`src/rtl/sb_trans_gen_param.sv`:
```
// Sideband transaction generator: frames LT and AT read/write symbols as
// {stop=1, byte, start=0}, holds each symbol for SYM_CYCLES cycles and flags
// CRC coverage and CRC slots for the downstream serializer/CRC mux.
// Optional feature: define SB_DLE_STUFF_EN to double any 0xFE in ADDR, LEN
// or DATA with an extra 0xFE symbol that is not CRC-covered.
module sb_trans_gen_param #(
  parameter int MAX_DATA_BYTES = 4,
  parameter int SYM_CYCLES     = 10,
  parameter int SENT_DELAY     = 3
) (
  input  logic                        sb_clk,
  input  logic                        rst,
  input  logic [2:0]                  trans_sel,
  input  logic [7:0]                  at_addr,
  input  logic [6:0]                  at_len,
  input  logic [8*MAX_DATA_BYTES-1:0] at_data,
  input  logic [7:0]                  lt_lse,
  input  logic                        disconnect_sbtx,
  input  logic                        tdisconnect_tx_min,
  output logic [9:0]                  trans,
  output logic [1:0]                  trans_state,
  output logic                        crc_en,
  output logic                        sbtx_sel,
  output logic                        busy,
  output logic                        trans_sent,
  output logic                        disconnected_s
);

`ifdef SB_DLE_STUFF_EN
  localparam bit STUFF_EN = 1'b1;
`else
  localparam bit STUFF_EN = 1'b0;
`endif

  localparam int CW = (SYM_CYCLES > 1) ? $clog2(SYM_CYCLES) : 1;
  localparam int DW = (SENT_DELAY > 0) ? $clog2(SENT_DELAY + 1) : 1;

  localparam logic [7:0] DLE_B  = 8'hFE;
  localparam logic [7:0] ETX_B  = 8'h40;
  localparam logic [7:0] STX_CMD = 8'h05;
  localparam logic [7:0] STX_RSP = 8'h04;

  typedef enum logic [3:0] {
    S_DISC, S_IDLE, S_DLE1, S_LSE, S_CLSE, S_STX, S_ADDR, S_LEN,
    S_DATA, S_STUFF, S_CRC1, S_CRC2, S_DLE2, S_ETX
  } state_t;

  state_t                      state, next_state, stuff_from, stuff_from_n;
  state_t                      src, follow_state;
  logic [CW-1:0]               sym_cnt;
  logic [6:0]                  idx, next_idx, follow_idx;
  logic [DW-1:0]               pend_cnt;
  logic                        sym_last, accept, done;

  logic [2:0]                  sel_q;
  logic [7:0]                  addr_q, lse_q;
  logic [6:0]                  len_q, len_c;
  logic [8*MAX_DATA_BYTES-1:0] data_q;

  logic                        is_lt, is_cmd, wnr, has_data;
  logic [7:0]                  len_byte, cur_byte, cur_data, out_data;

  logic [9:0]                  trans_n;
  logic [1:0]                  tstate_n;
  logic                        crc_n, sbtx_n, busy_n, disc_n;

  function automatic logic [9:0] frame(input logic [7:0] b);
    return {1'b1, b, 1'b0};
  endfunction

  assign is_lt    = (sel_q == 3'd1);
  assign is_cmd   = (sel_q == 3'd2) || (sel_q == 3'd4);
  assign wnr      = (sel_q == 3'd4) || (sel_q == 3'd5);
  assign has_data = (sel_q == 3'd4) || (sel_q == 3'd3);
  assign len_c    = (len_q > 7'(MAX_DATA_BYTES)) ? 7'(MAX_DATA_BYTES) : len_q;
  assign len_byte = {wnr, len_c};
  assign sym_last = (sym_cnt == CW'(SYM_CYCLES - 1));

  // Byte currently on the wire (for DLE-doubling) and the symbol that follows it
  always_comb begin
    src          = (state == S_STUFF) ? stuff_from : state;
    cur_data     = 8'h00;
    for (int i = 0; i < MAX_DATA_BYTES; i++)
      if (idx == 7'(i)) cur_data = data_q[8*i +: 8];
    cur_byte     = 8'h00;
    follow_state = S_CRC1;
    follow_idx   = idx;
    case (src)
      S_ADDR: begin
        cur_byte     = addr_q;
        follow_state = S_LEN;
      end
      S_LEN: begin
        cur_byte = len_byte;
        if (has_data && (len_c != 7'd0)) begin
          follow_state = S_DATA;
          follow_idx   = 7'd0;
        end
      end
      S_DATA: begin
        cur_byte = cur_data;
        if (idx != (len_c - 7'd1)) begin
          follow_state = S_DATA;
          follow_idx   = idx + 7'd1;
        end
      end
      default: ;
    endcase
  end

  // Next-state logic; disconnect overrides everything
  always_comb begin
    next_state   = state;
    next_idx     = idx;
    stuff_from_n = stuff_from;
    accept       = 1'b0;
    done         = 1'b0;
    if (disconnect_sbtx) begin
      next_state = S_DISC;
    end else begin
      case (state)
        S_DISC: if (tdisconnect_tx_min) next_state = S_IDLE;
        S_IDLE: begin
          if ((trans_sel >= 3'd1) && (trans_sel <= 3'd5)) begin
            accept     = 1'b1;
            next_state = S_DLE1;
          end
        end
        default: begin
          if (sym_last) begin
            case (state)
              S_DLE1: next_state = is_lt ? S_LSE : S_STX;
              S_LSE:  next_state = S_CLSE;
              S_CLSE: begin
                next_state = S_IDLE;
                done       = 1'b1;
              end
              S_STX:  next_state = S_ADDR;
              S_ADDR, S_LEN, S_DATA: begin
                if (STUFF_EN && (cur_byte == DLE_B)) begin
                  next_state   = S_STUFF;
                  stuff_from_n = state;
                end else begin
                  next_state = follow_state;
                  next_idx   = follow_idx;
                end
              end
              S_STUFF: begin
                next_state = follow_state;
                next_idx   = follow_idx;
              end
              S_CRC1: next_state = S_CRC2;
              S_CRC2: next_state = S_DLE2;
              S_DLE2: next_state = S_ETX;
              S_ETX: begin
                next_state = S_IDLE;
                done       = 1'b1;
              end
              default: next_state = S_DISC;
            endcase
          end
        end
      endcase
    end
  end

  // Output values for the state being entered, so outputs register in step with it
  always_comb begin
    out_data = 8'h00;
    for (int i = 0; i < MAX_DATA_BYTES; i++)
      if (next_idx == 7'(i)) out_data = data_q[8*i +: 8];
    trans_n  = 10'h000;
    tstate_n = 2'd2;
    crc_n    = 1'b0;
    sbtx_n   = 1'b0;
    busy_n   = 1'b1;
    disc_n   = 1'b0;
    case (next_state)
      S_DISC: begin
        tstate_n = 2'd0;
        busy_n   = 1'b0;
        disc_n   = 1'b1;
      end
      S_IDLE: begin
        trans_n  = 10'h3FF;
        tstate_n = 2'd1;
        busy_n   = 1'b0;
      end
      S_DLE1, S_DLE2, S_STUFF: trans_n = frame(DLE_B);
      S_LSE:  trans_n = frame(lse_q);
      S_CLSE: trans_n = frame(~lse_q);
      S_STX: begin
        trans_n = frame(is_cmd ? STX_CMD : STX_RSP);
        crc_n   = 1'b1;
      end
      S_ADDR: begin
        trans_n = frame(addr_q);
        crc_n   = 1'b1;
      end
      S_LEN: begin
        trans_n = frame(len_byte);
        crc_n   = 1'b1;
      end
      S_DATA: begin
        trans_n = frame(out_data);
        crc_n   = 1'b1;
      end
      S_CRC1, S_CRC2: begin
        crc_n  = 1'b1;
        sbtx_n = 1'b1;
      end
      S_ETX:  trans_n = frame(ETX_B);
      default: ;
    endcase
  end

  // FSM state, symbol counter and data byte index
  always_ff @(posedge sb_clk) begin
    if (rst) begin
      state      <= S_DISC;
      sym_cnt    <= '0;
      idx        <= '0;
      stuff_from <= S_ADDR;
    end else begin
      state      <= next_state;
      idx        <= next_idx;
      stuff_from <= stuff_from_n;
      if ((next_state == S_DISC) || (state == S_IDLE) || (state == S_DISC) || sym_last)
        sym_cnt <= '0;
      else
        sym_cnt <= sym_cnt + CW'(1);
    end
  end

  // Capture the request on acceptance; later input changes are ignored
  always_ff @(posedge sb_clk) begin
    if (accept) begin
      sel_q  <= trans_sel;
      addr_q <= at_addr;
      len_q  <= at_len;
      data_q <= at_data;
      lse_q  <= lt_lse;
    end
  end

  // Registered outputs
  always_ff @(posedge sb_clk) begin
    if (rst) begin
      trans          <= 10'h000;
      trans_state    <= 2'd0;
      crc_en         <= 1'b0;
      sbtx_sel       <= 1'b0;
      busy           <= 1'b0;
      disconnected_s <= 1'b1;
    end else begin
      trans          <= trans_n;
      trans_state    <= tstate_n;
      crc_en         <= crc_n;
      sbtx_sel       <= sbtx_n;
      busy           <= busy_n;
      disconnected_s <= disc_n;
    end
  end

  // Delayed completion pulse; an abort to DISCONNECT cancels any pending pulse
  always_ff @(posedge sb_clk) begin
    if (rst || disconnect_sbtx) begin
      pend_cnt   <= '0;
      trans_sent <= 1'b0;
    end else if (done) begin
      if (SENT_DELAY == 0) begin
        trans_sent <= 1'b1;
      end else begin
        pend_cnt   <= DW'(SENT_DELAY);
        trans_sent <= 1'b0;
      end
    end else if (pend_cnt != '0) begin
      pend_cnt   <= pend_cnt - DW'(1);
      trans_sent <= (pend_cnt == DW'(1));
    end else begin
      trans_sent <= 1'b0;
    end
  end

endmodule
```
`config.mk`:
```
export PLATFORM = sky130hd
export DESIGN_NAME = sb_trans_gen_param
export DESIGN_NICKNAME = d
export VERILOG_FILES = /design/src/rtl/sb_trans_gen_param.sv
export SDC_FILE = /design/constraint.sdc
export NUM_CORES = 1
export LEC_CHECK = 0
export CAP_MARGIN = 25
export CORE_ASPECT_RATIO = 1.5
export CORE_MARGIN = 5
export CORE_UTILIZATION = 49
export CTS_BUF_LIST = sky130_fd_sc_hd__clkbuf_8
export DETAILED_ROUTE_END_ITERATION = 10
export PLACE_DENSITY = 0.78
export SLEW_MARGIN = 20
export SYNTH_ARGS = -nofsm -noshare
export SYNTH_HDL_FRONTEND = slang
export SYNTH_SLANG_ARGS = --single-unit
```
`constraint.sdc`:
```
create_clock -name sb_clk -period 8.7 [get_ports sb_clk]
set_input_delay 1.74 -clock sb_clk [delete_from_list [all_inputs] [get_ports sb_clk]]
set_output_delay 1.74 -clock sb_clk [all_outputs]
set_load 0.01 [all_outputs]
```
---- After elaboration in Yosys (flattened, before gate mapping) ----
Cells that the tools add are included.
operators by class
  add/subtract/negate cells ............... 4
  mux-type cells .......................... 39
  equal/unequal tests ..................... 40
  bitwise operators ....................... 2
  order comparisons ....................... 3
  reductions and logical operators ........ 24
operator list
  operator                                             count
  case mux 10 bit (9 select lines)                     1
  == test 4 bit (second input constant)                14
  2-to-1 mux 7 bit                                     7
  == test 4 x 3 -> 1 bit (second input constant)       10
  2-to-1 mux 8 bit                                     4
  case mux 4 bit (8 select lines)                      1
  2-to-1 mux 4 bit                                     5
  == test 4 x 2 -> 1 bit (second input constant)       4
  == test 7 x 2 -> 1 bit (second input constant)       2
  case mux 7 bit (2 select lines)                      1
  2-to-1 mux 1 bit                                     12
  case mux 4 bit (3 select lines)                      1
  OR reduction 2 bit                                   5
  == test 4 x 1 -> 1 bit (second input constant)       2
  logical NOT 4 bit                                    2
  2-to-1 mux 2 bit                                     4
  NOT 8 bit                                            1
  case mux 4 bit (2 select lines)                      1
  adder 7 x 1 -> 7 bit (second input constant)         1
  == test 7 x 1 -> 1 bit (second input constant)       1
  > comparator 7 x 3 -> 1 bit (second input constant)  1
  logical NOT 7 bit                                    1
  logical OR 1 bit                                     7
  != test 7 bit                                        1
  other kinds (18)                                     23
storage, ports and cells
  output and inout bits ................... 17
  bits in registers ....................... 92
  logic and storage cells ................. 128

---- Depth between registers and ports, before layout ----
Gate-level depths: netlist (run 1).
  word-level depth ........................ 16
  mapped depth ............................ 14

---- Least setup slack after synthesis (run 1) ----
OpenSTA, ideal clock, no wires.
  kind .................................... input to register
  start point ............................. input port disconnect_sbtx
  end point ............................... register addr_q[0], enable pin
  setup slack ............................. 0.055 ns
  stages on the path ...................... 2
  arrival time ............................ 8.007 ns
  path through ............................ clkbuf_1 nor4b_1
on the way
  cells in the longest elaborated chain, start to end .. 1
RTL lines
  element               RTL line  RTL
  start, declared       18        input logic disconnect_sbtx,
  2-to-1 mux 1 bit      118       if (disconnect_sbtx) begin
  net accept            53        logic sym_last, accept, done;
  end signal, assigned  239       addr_q <= at_addr;
  end, declared         56        logic [7:0] addr_q, lse_q;
The timed path passes the listed nets, and every way through them passes these cells.
A chain may end at the register's enable or synchronous reset.

---- Final worst setup path (run 1) ----
  start point ............................. register len_q[5]
  end point ............................... register trans[7]
on the way
  cells in the longest elaborated chain, start to end .. 16
RTL lines
  element                                                                 RTL line  RTL
  start, declared                                                         57        logic [6:0] len_q, len_c;
  start signal, assigned                                                  240       len_q <= at_len;
  > comparator 7 x 3 -> 1 bit                                             75        assign len_c = (len_q > 7'(MAX_DATA_BYTES)) ? 7'(MAX_DATA_BYTES) : len_q;
  2-to-1 mux 7 bit (*)                                                    75
  subtractor 7 x 1 -> 7 bit / nonzero test 7 bit (equally long branches)  102, 95
  != test 7 bit / logical AND 1 bit (equally long branches)               102, 95
  2-to-1 mux 7 bit (on tied branches)                                     102, 95
  case mux 7 bit (2 select lines)                                         88        case (src)
  2-to-1 mux 7 bit                                                        --
  2-to-1 mux 7 bit                                                        130       if (sym_last) begin
  2-to-1 mux 7 bit                                                        121       case (state)
  2-to-1 mux 7 bit                                                        118
  logical NOT 7 bit                                                       171       if (next_idx == 7'(i)) out_data = data_q[8*i +: 8];
  2-to-1 mux 8 bit (4 in series)                                          171
  case mux 10 bit (9 select lines) (*)                                    178       case (next_state)
  end signal, assigned                                                    256       trans <= trans_n;
  end, declared                                                           20        output logic [9:0] trans,
Mark *: on every way between the ends. The rest lies on a longest branch, timed or not.

==> results of run 1 <==
## final timing paths
check | startpoint | end | slack, ns | cells after the start
max | len_q[5]$_DFFE_PP_ | trans[7]$_SDFF_PP0_ | 3.99 | 12
min | sym_cnt[0]$_SDFF_PP0_ | sym_cnt[0]$_SDFF_PP0_ | 0.49 | 1
max reg2reg | len_q[5]$_DFFE_PP_ | trans[7]$_SDFF_PP0_ | 3.99 | 12
min reg2reg | sym_cnt[0]$_SDFF_PP0_ | sym_cnt[0]$_SDFF_PP0_ | 0.49 | 1
## state kept, by name, indices dropped and copies added (netlist names)
signal	count
pend_cnt	2
len_q	7
crc_en	1
addr_q	8
sbtx_sel	1
state	4
sym_cnt	4
lse_q	8
data_q	32
sel_q	3
idx	7
trans_sent	1
disconnected_s	1
trans	10
trans_state	2
## cells in the final DEF (no fill, tap or decap), drive strengths merged, types with 6 or more instances in the layout
cell           netlist  final
nor3                10     10
a31o                12     12
nand3               10     10
clkdlybuf4s50        0     78
a21boi              17     17
inv                  9     12
ha                   7      7
edfxtp              58     58
o211ai               6      6
a21oi               19     19
and3                 7      7
a31oi                8      8
dfxtp               33     33
clkbuf              16      9
nor4                 6      6
o21ai               17     17
nand2               21     21
xnor2                6      6
nor2                35     35
o22ai                8      8
or2                  6      6
## metrics by stage
stage / cells / total power [W] / hold slack [ns] / area, µm²
2_1_floorplan: 406 / 0.000505 / 0.433 / 4460
3_3_place_gp: 570 / 0.000544 / 0.447 / 5280
3_5_place_dp: 570 / 0.000546 / 0.464 / 5280
4_1_cts: 586 / 0.000848 / 0.489 / 5500
5_1_grt: 586 / 0.000871 / 0.532 / 5510
6_report: 586 / 0.000841 / 0.488 / 5510
## cells in the mapped netlist (3+ instances only)
cell / instances / area share, %
sky130_fd_sc_hd__dfxtp_1: 33 / 15
sky130_fd_sc_hd__a21boi_0: 16 / 2.7
sky130_fd_sc_hd__nor2_1: 35 / 2.9
sky130_fd_sc_hd__o22a_1: 3 / 0.59
sky130_fd_sc_hd__a31oi_1: 8 / 1.1
sky130_fd_sc_hd__a21oi_1: 17 / 1.9
sky130_fd_sc_hd__o221ai_1: 3 / 0.59
sky130_fd_sc_hd__nor3_1: 9 / 1.0
sky130_fd_sc_hd__edfxtp_1: 58 / 39
sky130_fd_sc_hd__nor3b_1: 4 / 0.67
sky130_fd_sc_hd__and3_1: 7 / 0.98
sky130_fd_sc_hd__o21ai_0: 14 / 1.6
sky130_fd_sc_hd__inv_1: 9 / 0.76
sky130_fd_sc_hd__nand2_1: 21 / 1.8
sky130_fd_sc_hd__o22ai_1: 8 / 1.1
sky130_fd_sc_hd__nor4_1: 3 / 0.42
sky130_fd_sc_hd__o32ai_1: 5 / 0.98
sky130_fd_sc_hd__nand3_1: 9 / 1.0
sky130_fd_sc_hd__o211ai_1: 6 / 1.0
sky130_fd_sc_hd__and4_1: 3 / 0.59
sky130_fd_sc_hd__a31o_1: 4 / 0.79
sky130_fd_sc_hd__or3_1: 5 / 0.70
sky130_fd_sc_hd__ha_1: 7 / 2.0
sky130_fd_sc_hd__xnor2_1: 6 / 1.2
sky130_fd_sc_hd__clkbuf_1: 16 / 1.3
sky130_fd_sc_hd__or2_2: 6 / 0.84
sky130_fd_sc_hd__o21ai_1: 3 / 0.34
sky130_fd_sc_hd__nand3b_1: 4 / 0.67
sky130_fd_sc_hd__o311ai_0: 3 / 0.59
sky130_fd_sc_hd__nor2b_1: 3 / 0.42
sky130_fd_sc_hd__buf_2: 7 / 0.79
sky130_fd_sc_hd__a31o_2: 8 / 1.6
## where the power goes
part | leakage, nW | internal [W] | switching, W | total, W
sequential | 0.793 | 0.000468 | 0.00000466 | 0.000472
combinational | 0.919 | 0.0000386 | 0.0000248 | 0.0000635
clock | 0.107 | 0.000141 | 0.000165 | 0.000306
total | 1.82 | 0.000647 | 0.000195 | 0.000841
## kinds of logic after synthesis
group / count (synthesis) / share of synthesized area [%]
AO/OA/AOI/OAI: 129 / 21.4
XOR/XNOR: 8 / 1.57
adder cells (fa/ha/maj): 7 / 1.96
buffers and inverters: 35 / 3.39
flip-flops: 91 / 53.9
multiplexers: 3 / 0.701
AND/OR/NAND/NOR: 133 / 17.1
## layer usage
layer  vias to the layer above  part of all wire (%)  wire, µm
met4                         0                   3.9       412
li1                       1705                     -         -
met1                      1709                    38      4040
met5                         -                     0         0
met2                       145                    52      5480
met3                        30                   6.6       698
## worst max-delay path, cell delays in order (launching register included)
cell and delay (ns):
sky130_fd_sc_hd__edfxtp_1 0.45, sky130_fd_sc_hd__or4_4 0.61, sky130_fd_sc_hd__nor2_1 0.32, sky130_fd_sc_hd__nand2_1 0.23
sky130_fd_sc_hd__ha_1 0.34, sky130_fd_sc_hd__xnor2_1 0.19, sky130_fd_sc_hd__nor3_1 0.06, sky130_fd_sc_hd__mux2i_1 0.57
sky130_fd_sc_hd__nor4_2 0.11, sky130_fd_sc_hd__nor4_1 0.71, sky130_fd_sc_hd__nor3b_1 0.28, sky130_fd_sc_hd__nand4_1 0.39
sky130_fd_sc_hd__o31ai_1 0.34
## layout make-up
class | count | area, µm²
clock inverter | 7 | 93.8
inverter | 9 | 33.8
fill | 711 | 3370
multi-input combinational | 280 | 1920
sequential | 91 | 2400
tap | 110 | 138
clock buffer | 9 | 124
timing repair buffer | 80 | 796
==> summary.md, run 1 <==
- **status** finished, final reports clean
- **Detailed Routing Iterations Pass 1** 5
- **wire length of the first global-routing pass** 17100 µm
- **Pwr per Cell Area** 153 nW/µm²
- **EDFF count, synth** 58
- **weighted congestion at the end of routability-driven global placement** 0.913
- **met2 GRT Util** 34.5%
- **initial cell density of the core** 50.2%
- **# Post-CTS Setup Buffers** 0
- **total number of placement rows** 42
- **maximum fanout encountered on the critical timing path** 8
- **number of buffers inserted for hold repair after clock tree synthesis** 0
- **post-DR wirelength/cell** 18.1 µm
- **Syn-to-layout area delta** 23.6%
- **total die area** 11100 µm²
- **kind of critical path** reg2reg
- **total of warnings raised by yosys** 0
- **count of endpoints failing setup in the final report** 0
- **I/O Pins** 79
- **data arrival time of the critical path** 4.99 ns
- **netlist area before placement** 4460 µm²
- **initial drt markers** 353
- **number of buffers added on ports** 78
- **pre-CTS WS** 3.52 ns
- **final setup margin** 3.99 ns
- **sort of element at the end of the critical path** register
- **average size of a mapped cell** 11.0 µm²
- **GRT met1 Usage** 22.4%
- **total wire length after detailed routing** 10600 µm
- **routed vias/inst** 6.12
- **Final min period** 4.71 ns
- **Required @ worst endpoint** 8.98 ns
- **crit path launch type** register
- **highest-utilization routing layer at the global route stage** met2
- **Rel. slew slack** 44.5%
- **Final Hold Vio Count** 0
- **Post-synth ARST share** 0%
- **number of buffers inserted during clock tree synthesis** 9
- **max-capacitance violation count** 0
- **final core utilization** 62.0%
- **clock latency of the later-clocked register in the worst-skew pair** 0.37 ns
- **final number of max-transition violations** 0
- **post-route clock skew** 0.0126 ns
- **f_max** 0.212 GHz
- **largest net degree at the start of global routing** 59
- **antenna violations before repair** 0
- **via count of the first global-routing pass** 3567
- **part of the Yosys area used for sequential elements** 53.9%
- **Core Footprint** 8880 µm²
- **register bit count reported by yosys** 91
- **met3 global-route usage** 4.15%
- **number of nets produced by synthesis** 475
- **Synth Flop Type** sky130_fd_sc_hd__edfxtp_1
- **width of the die** 87.9 µm
- **DRC violations left** 0
- **instance count of the mapped netlist** 406
- **Clock transition at path regs** 0.10 ns
- **share of cells above drive strength 1** 10.1%
- **overall overflow remaining after global route** 0
- **total number of vias** 3589
- **clock tree from TritonCTS** built
- **GRT Util Overall** 19.9%
- **transition time at the pin with the least slew margin** 0.825 ns
- **quantity of gates resized following cts** 0
- **final period utilization** 54.1%
- **final antenna diode count** 0
- **Die Span Y** 127 µm
- **maximum VDD drop** 0.000110 V
- **worst hold-check path type** reg2reg
- **Detail Route Antenna Nets** 0
- **clock sinks** 91
- **unrepaired setup endpoints after global routing** false
- **detailed placer's ending HPWL** 7930 µm
- **clock root buffer** sky130_fd_sc_hd__clkbuf_8
- **total number of nets in the final design** 540
- **Setup TNS Final** 0 ns
- **number of H-tree levels** 3
- **Bufs on Longest Clock Path** 2
- **leakage component of the power** 1.82 nW
- **library cells used by synthesis** 80
No activity file was read; power rests on OpenSTA's default activity.
==> inputs of run 2 (changes only) <==
Settings changed: CORE_UTILIZATION 49 to 50, PLACE_DENSITY 0.78 to 0.76.
Clock period 8.7 ns to 4.45 ns, I/O delays scaled along.
==> run 2 against run 1 <==
  * Maximum frequency increased by 14%
  * Clock power increased by 76%
  * Sequential power increased by 96%
  * Die area decreased by 1.8%
  * Register-to-register slack got worse by 3.7 ns
  * Critical path depth increased by 2
  * Non-clock buffer count increased by 7
  * Combinational power increased by 97%
  * Largest power group unchanged
  * Count of clock-buffer cells in the layout increased by 1
==> summary.md, run 2 (synthesis results as in run 1) <==
- **total wire length after detailed routing** 10600 µm, about the same
- **count of endpoints failing setup in the final report** 0, unchanged
- **data arrival time of the critical path** 4.41 ns, was 4.99 ns
- **status** finished, final reports clean, unchanged
- **antenna violations before repair** 0, unchanged
- **crit path max-delay cell type** sky130_fd_sc_hd__or4_4, was sky130_fd_sc_hd__nor4_1
- **leakage component of the power** 1.84 nW, was 1.82 nW
- **Detailed Routing Iterations Pass 1** 4, was 5
- **worst reg2reg path startpoint** len_q[5]$_DFFE_PP_, unchanged
- **Worst Setup SP** len_q[5]$_DFFE_PP_, unchanged
- **total die area** 10900 µm², was 11100 µm²
- **total number of nets in the final design** 547, was 540
- **Rel. slew slack** 48.7%, was 44.5%
- **clock tree from TritonCTS** built, unchanged
- **sort of element at the end of the critical path** register, unchanged
- **GRT Util Overall** 19.9%, about the same
- **Die Span Y** 126 µm, was 127 µm
- **Pwr per Cell Area** 287 nW/µm², was 153 nW/µm²
- **clock sinks** 91, unchanged
- **transition time at the pin with the least slew margin** 0.759 ns, was 0.825 ns
- **worst hold-check path type** reg2reg, unchanged
- **largest stage delay on the critical path** 0.59 ns, was 0.71 ns
- **Final min period** 4.12 ns, was 4.71 ns
- **Core Footprint** 8780 µm², was 8880 µm²
- **crit path launch type** register, unchanged
- **clock latency of the later-clocked register in the worst-skew pair** 0.38 ns, was 0.37 ns
- **max reg flops** 32, unchanged
- **Bufs on Longest Clock Path** 2, unchanged
- **final core utilization** 63.0%, was 62.0%
- **number of H-tree levels** 3, unchanged
- **total chip power** 0.00159 W, was 0.000841 W
- **maximum VDD drop** 0.000242 V, was 0.000110 V
- **share of cells above drive strength 1** 11.4%, was 10.1%
- **leading registers by flop count** data_q: 32 flops, trans: 10 flops, unchanged
- **final period utilization** 92.5%, was 54.1%
- **total number of vias** 3545, was 3589
- **I/O Pins** 79, unchanged
- **cell mode on critical path** sky130_fd_sc_hd__buf_4
- **unrepaired setup endpoints after global routing** false, unchanged
- **instance count after placement with tap cells included** 577, was 570
- **# Post-CTS Setup Buffers** 0, unchanged
- **via count of the first global-routing pass** 3586, was 3567
- **width of the die** 87.1 µm, was 87.9 µm
- **kind of critical path** reg2reg, unchanged
- **most common library cell in the layout ignoring fill and taps** sky130_fd_sc_hd__clkdlybuf4s50_1, unchanged
- **detailed placer's ending HPWL** 7930 µm, about the same
- **DRC violations left** 0, unchanged
- **routed vias/inst** 5.98, was 6.12
- **final number of max-transition violations** 0, unchanged
- **Clock transition at path regs** 0.09 ns, was 0.10 ns
- **overall overflow remaining after global route** 0, unchanged
- **sum of buffers and inverters on the critical path** 2, was 0
- **number of buffers added on ports** 78, unchanged
- **max-capacitance violation count** 0, unchanged
- **post-DR wirelength/cell** 17.9 µm, was 18.1 µm
- **cell chain of the critical path** or4_4 > nor2_1 > nand2_1 > ha_1 > xnor2_1 > nor3_1 > mux2i_1 > or3_1 > buf_4 > a311o_1 > nor4bb_1 > nand4_1 > buf_4 > o31ai_1, was or4_4 > nor2_1 > nand2_1 > ha_1 > xnor2_1 > nor3_1 > mux2i_1 > nor4_2 > nor4_1 > nor3b_1 > nand4_1 > o31ai_1
- **f_max** 0.243 GHz, was 0.212 GHz
- **total number of placement rows** 42, unchanged
- **largest net degree at the start of global routing** 59, unchanged
- **weighted congestion at the end of routability-driven global placement** 0.912, was 0.913
- **Final Hold Vio Count** 0, unchanged
- **maximum fanout encountered on the critical timing path** 8, unchanged
- **largest reg by FF count** data_q, unchanged
- **number of standard cells in the final layout excluding fillers** 593, was 586
- **final antenna diode count** 0, unchanged
- **initial drt markers** 310, was 353
- **Hold Path Origin** sym_cnt[0]$_SDFF_PP0_, unchanged
- **wire length of the first global-routing pass** 17000 µm, was 17100 µm
- **Setup TNS Final** 0 ns, unchanged
- **fin area** 5530 µm², was 5510 µm²
- **cell class contributing the biggest share of worst-path delay** simple AND/OR/NAND/NOR gates, unchanged
- **post-route clock skew** 0.0126 ns, about the same
- **commonest cells after routing, fill and taps aside** sky130_fd_sc_hd__clkdlybuf4s50_1 (78), sky130_fd_sc_hd__edfxtp_1 (58), sky130_fd_sc_hd__nor2_1 (34), was sky130_fd_sc_hd__clkdlybuf4s50_1 (78), sky130_fd_sc_hd__edfxtp_1 (58), sky130_fd_sc_hd__nor2_1 (35)
- **clock root buffer** sky130_fd_sc_hd__clkbuf_8, unchanged
- **number of buffers inserted during clock tree synthesis** 9, unchanged
- **initial cell density of the core** 50.8%, was 50.2%
- **Required @ worst endpoint** 4.74 ns, was 8.98 ns
- **Syn-to-layout area delta** 24.0%, was 23.6%
- **Detail Route Antenna Nets** 0, unchanged
- **DP Area** 5340 µm², was 5280 µm²
-- run 2: cell count changes in the layout (fill, tap and decap cells not counted), sizes merged --
cell and delta:
clkbuf +1, bufinv -1, buf +7
-- run 2: per-stage QoR --
step | setup WS, ns | hold WS (ns)
2_1_floorplan | 0.943 | 0.433
3_3_place_gp | 0.427 | 0.445
6_report | 0.332 | 0.477
4_1_cts | 0.350 | 0.476
3_5_place_dp | 0.381 | 0.455
5_1_grt | 0.0969 | 0.496
-- run 2: where the power goes --
group	switching, W	internal (W)	total, W	leakage (nW)
registers	0.00000912	0.000914	0.000923	0.793
logic	0.0000482	0.0000764	0.000125	0.956
clock network	0.000314	0.000224	0.000538	0.0962
total	0.000371	0.00121	0.00159	1.84
-- run 2: worst paths after layout --
check / cells after the start / slack, ns / to
worst min-delay path: 1 / 0.48 / sym_cnt[0]$_SDFF_PP0_
worst max register to register: 14 / 0.33 / trans[7]$_SDFF_PP0_
worst max-delay path: 14 / 0.33 / trans[7]$_SDFF_PP0_
worst min register to register: 1 / 0.48 / sym_cnt[0]$_SDFF_PP0_
-- run 2: repair_timing --
item                                   CTS  global route
endpoints found under the hold margin    0             0
setup endpoints to repair                0             1
gates resized for setup                  0             1
hold buffers                             0             0
-- run 2: layer usage --
metal / global-route usage, % / wire length [µm] / part of all wire [%] / up-vias
met2: 34.8 / 5660 / 53 / 118
met3: 4.51 / 652 / 6.1 / 26
met1: 22.4 / 3910 / 37 / 1678
li1: - / - / - / 1723
met5: 0 / 0 / 0 / -
met4: 9.76 / 386 / 3.6 / 0
-- run 2: cell type report --
cell class	instances	area (µm²)
Multi-Input combinational cell	280	1920
Tap cell	110	138
Fill cell	712	3240
Inverter	9	33.8
Clock buffer	10	138
Clock inverter	6	48.8
Sequential cell	91	2400
Timing Repair Buffer	87	848
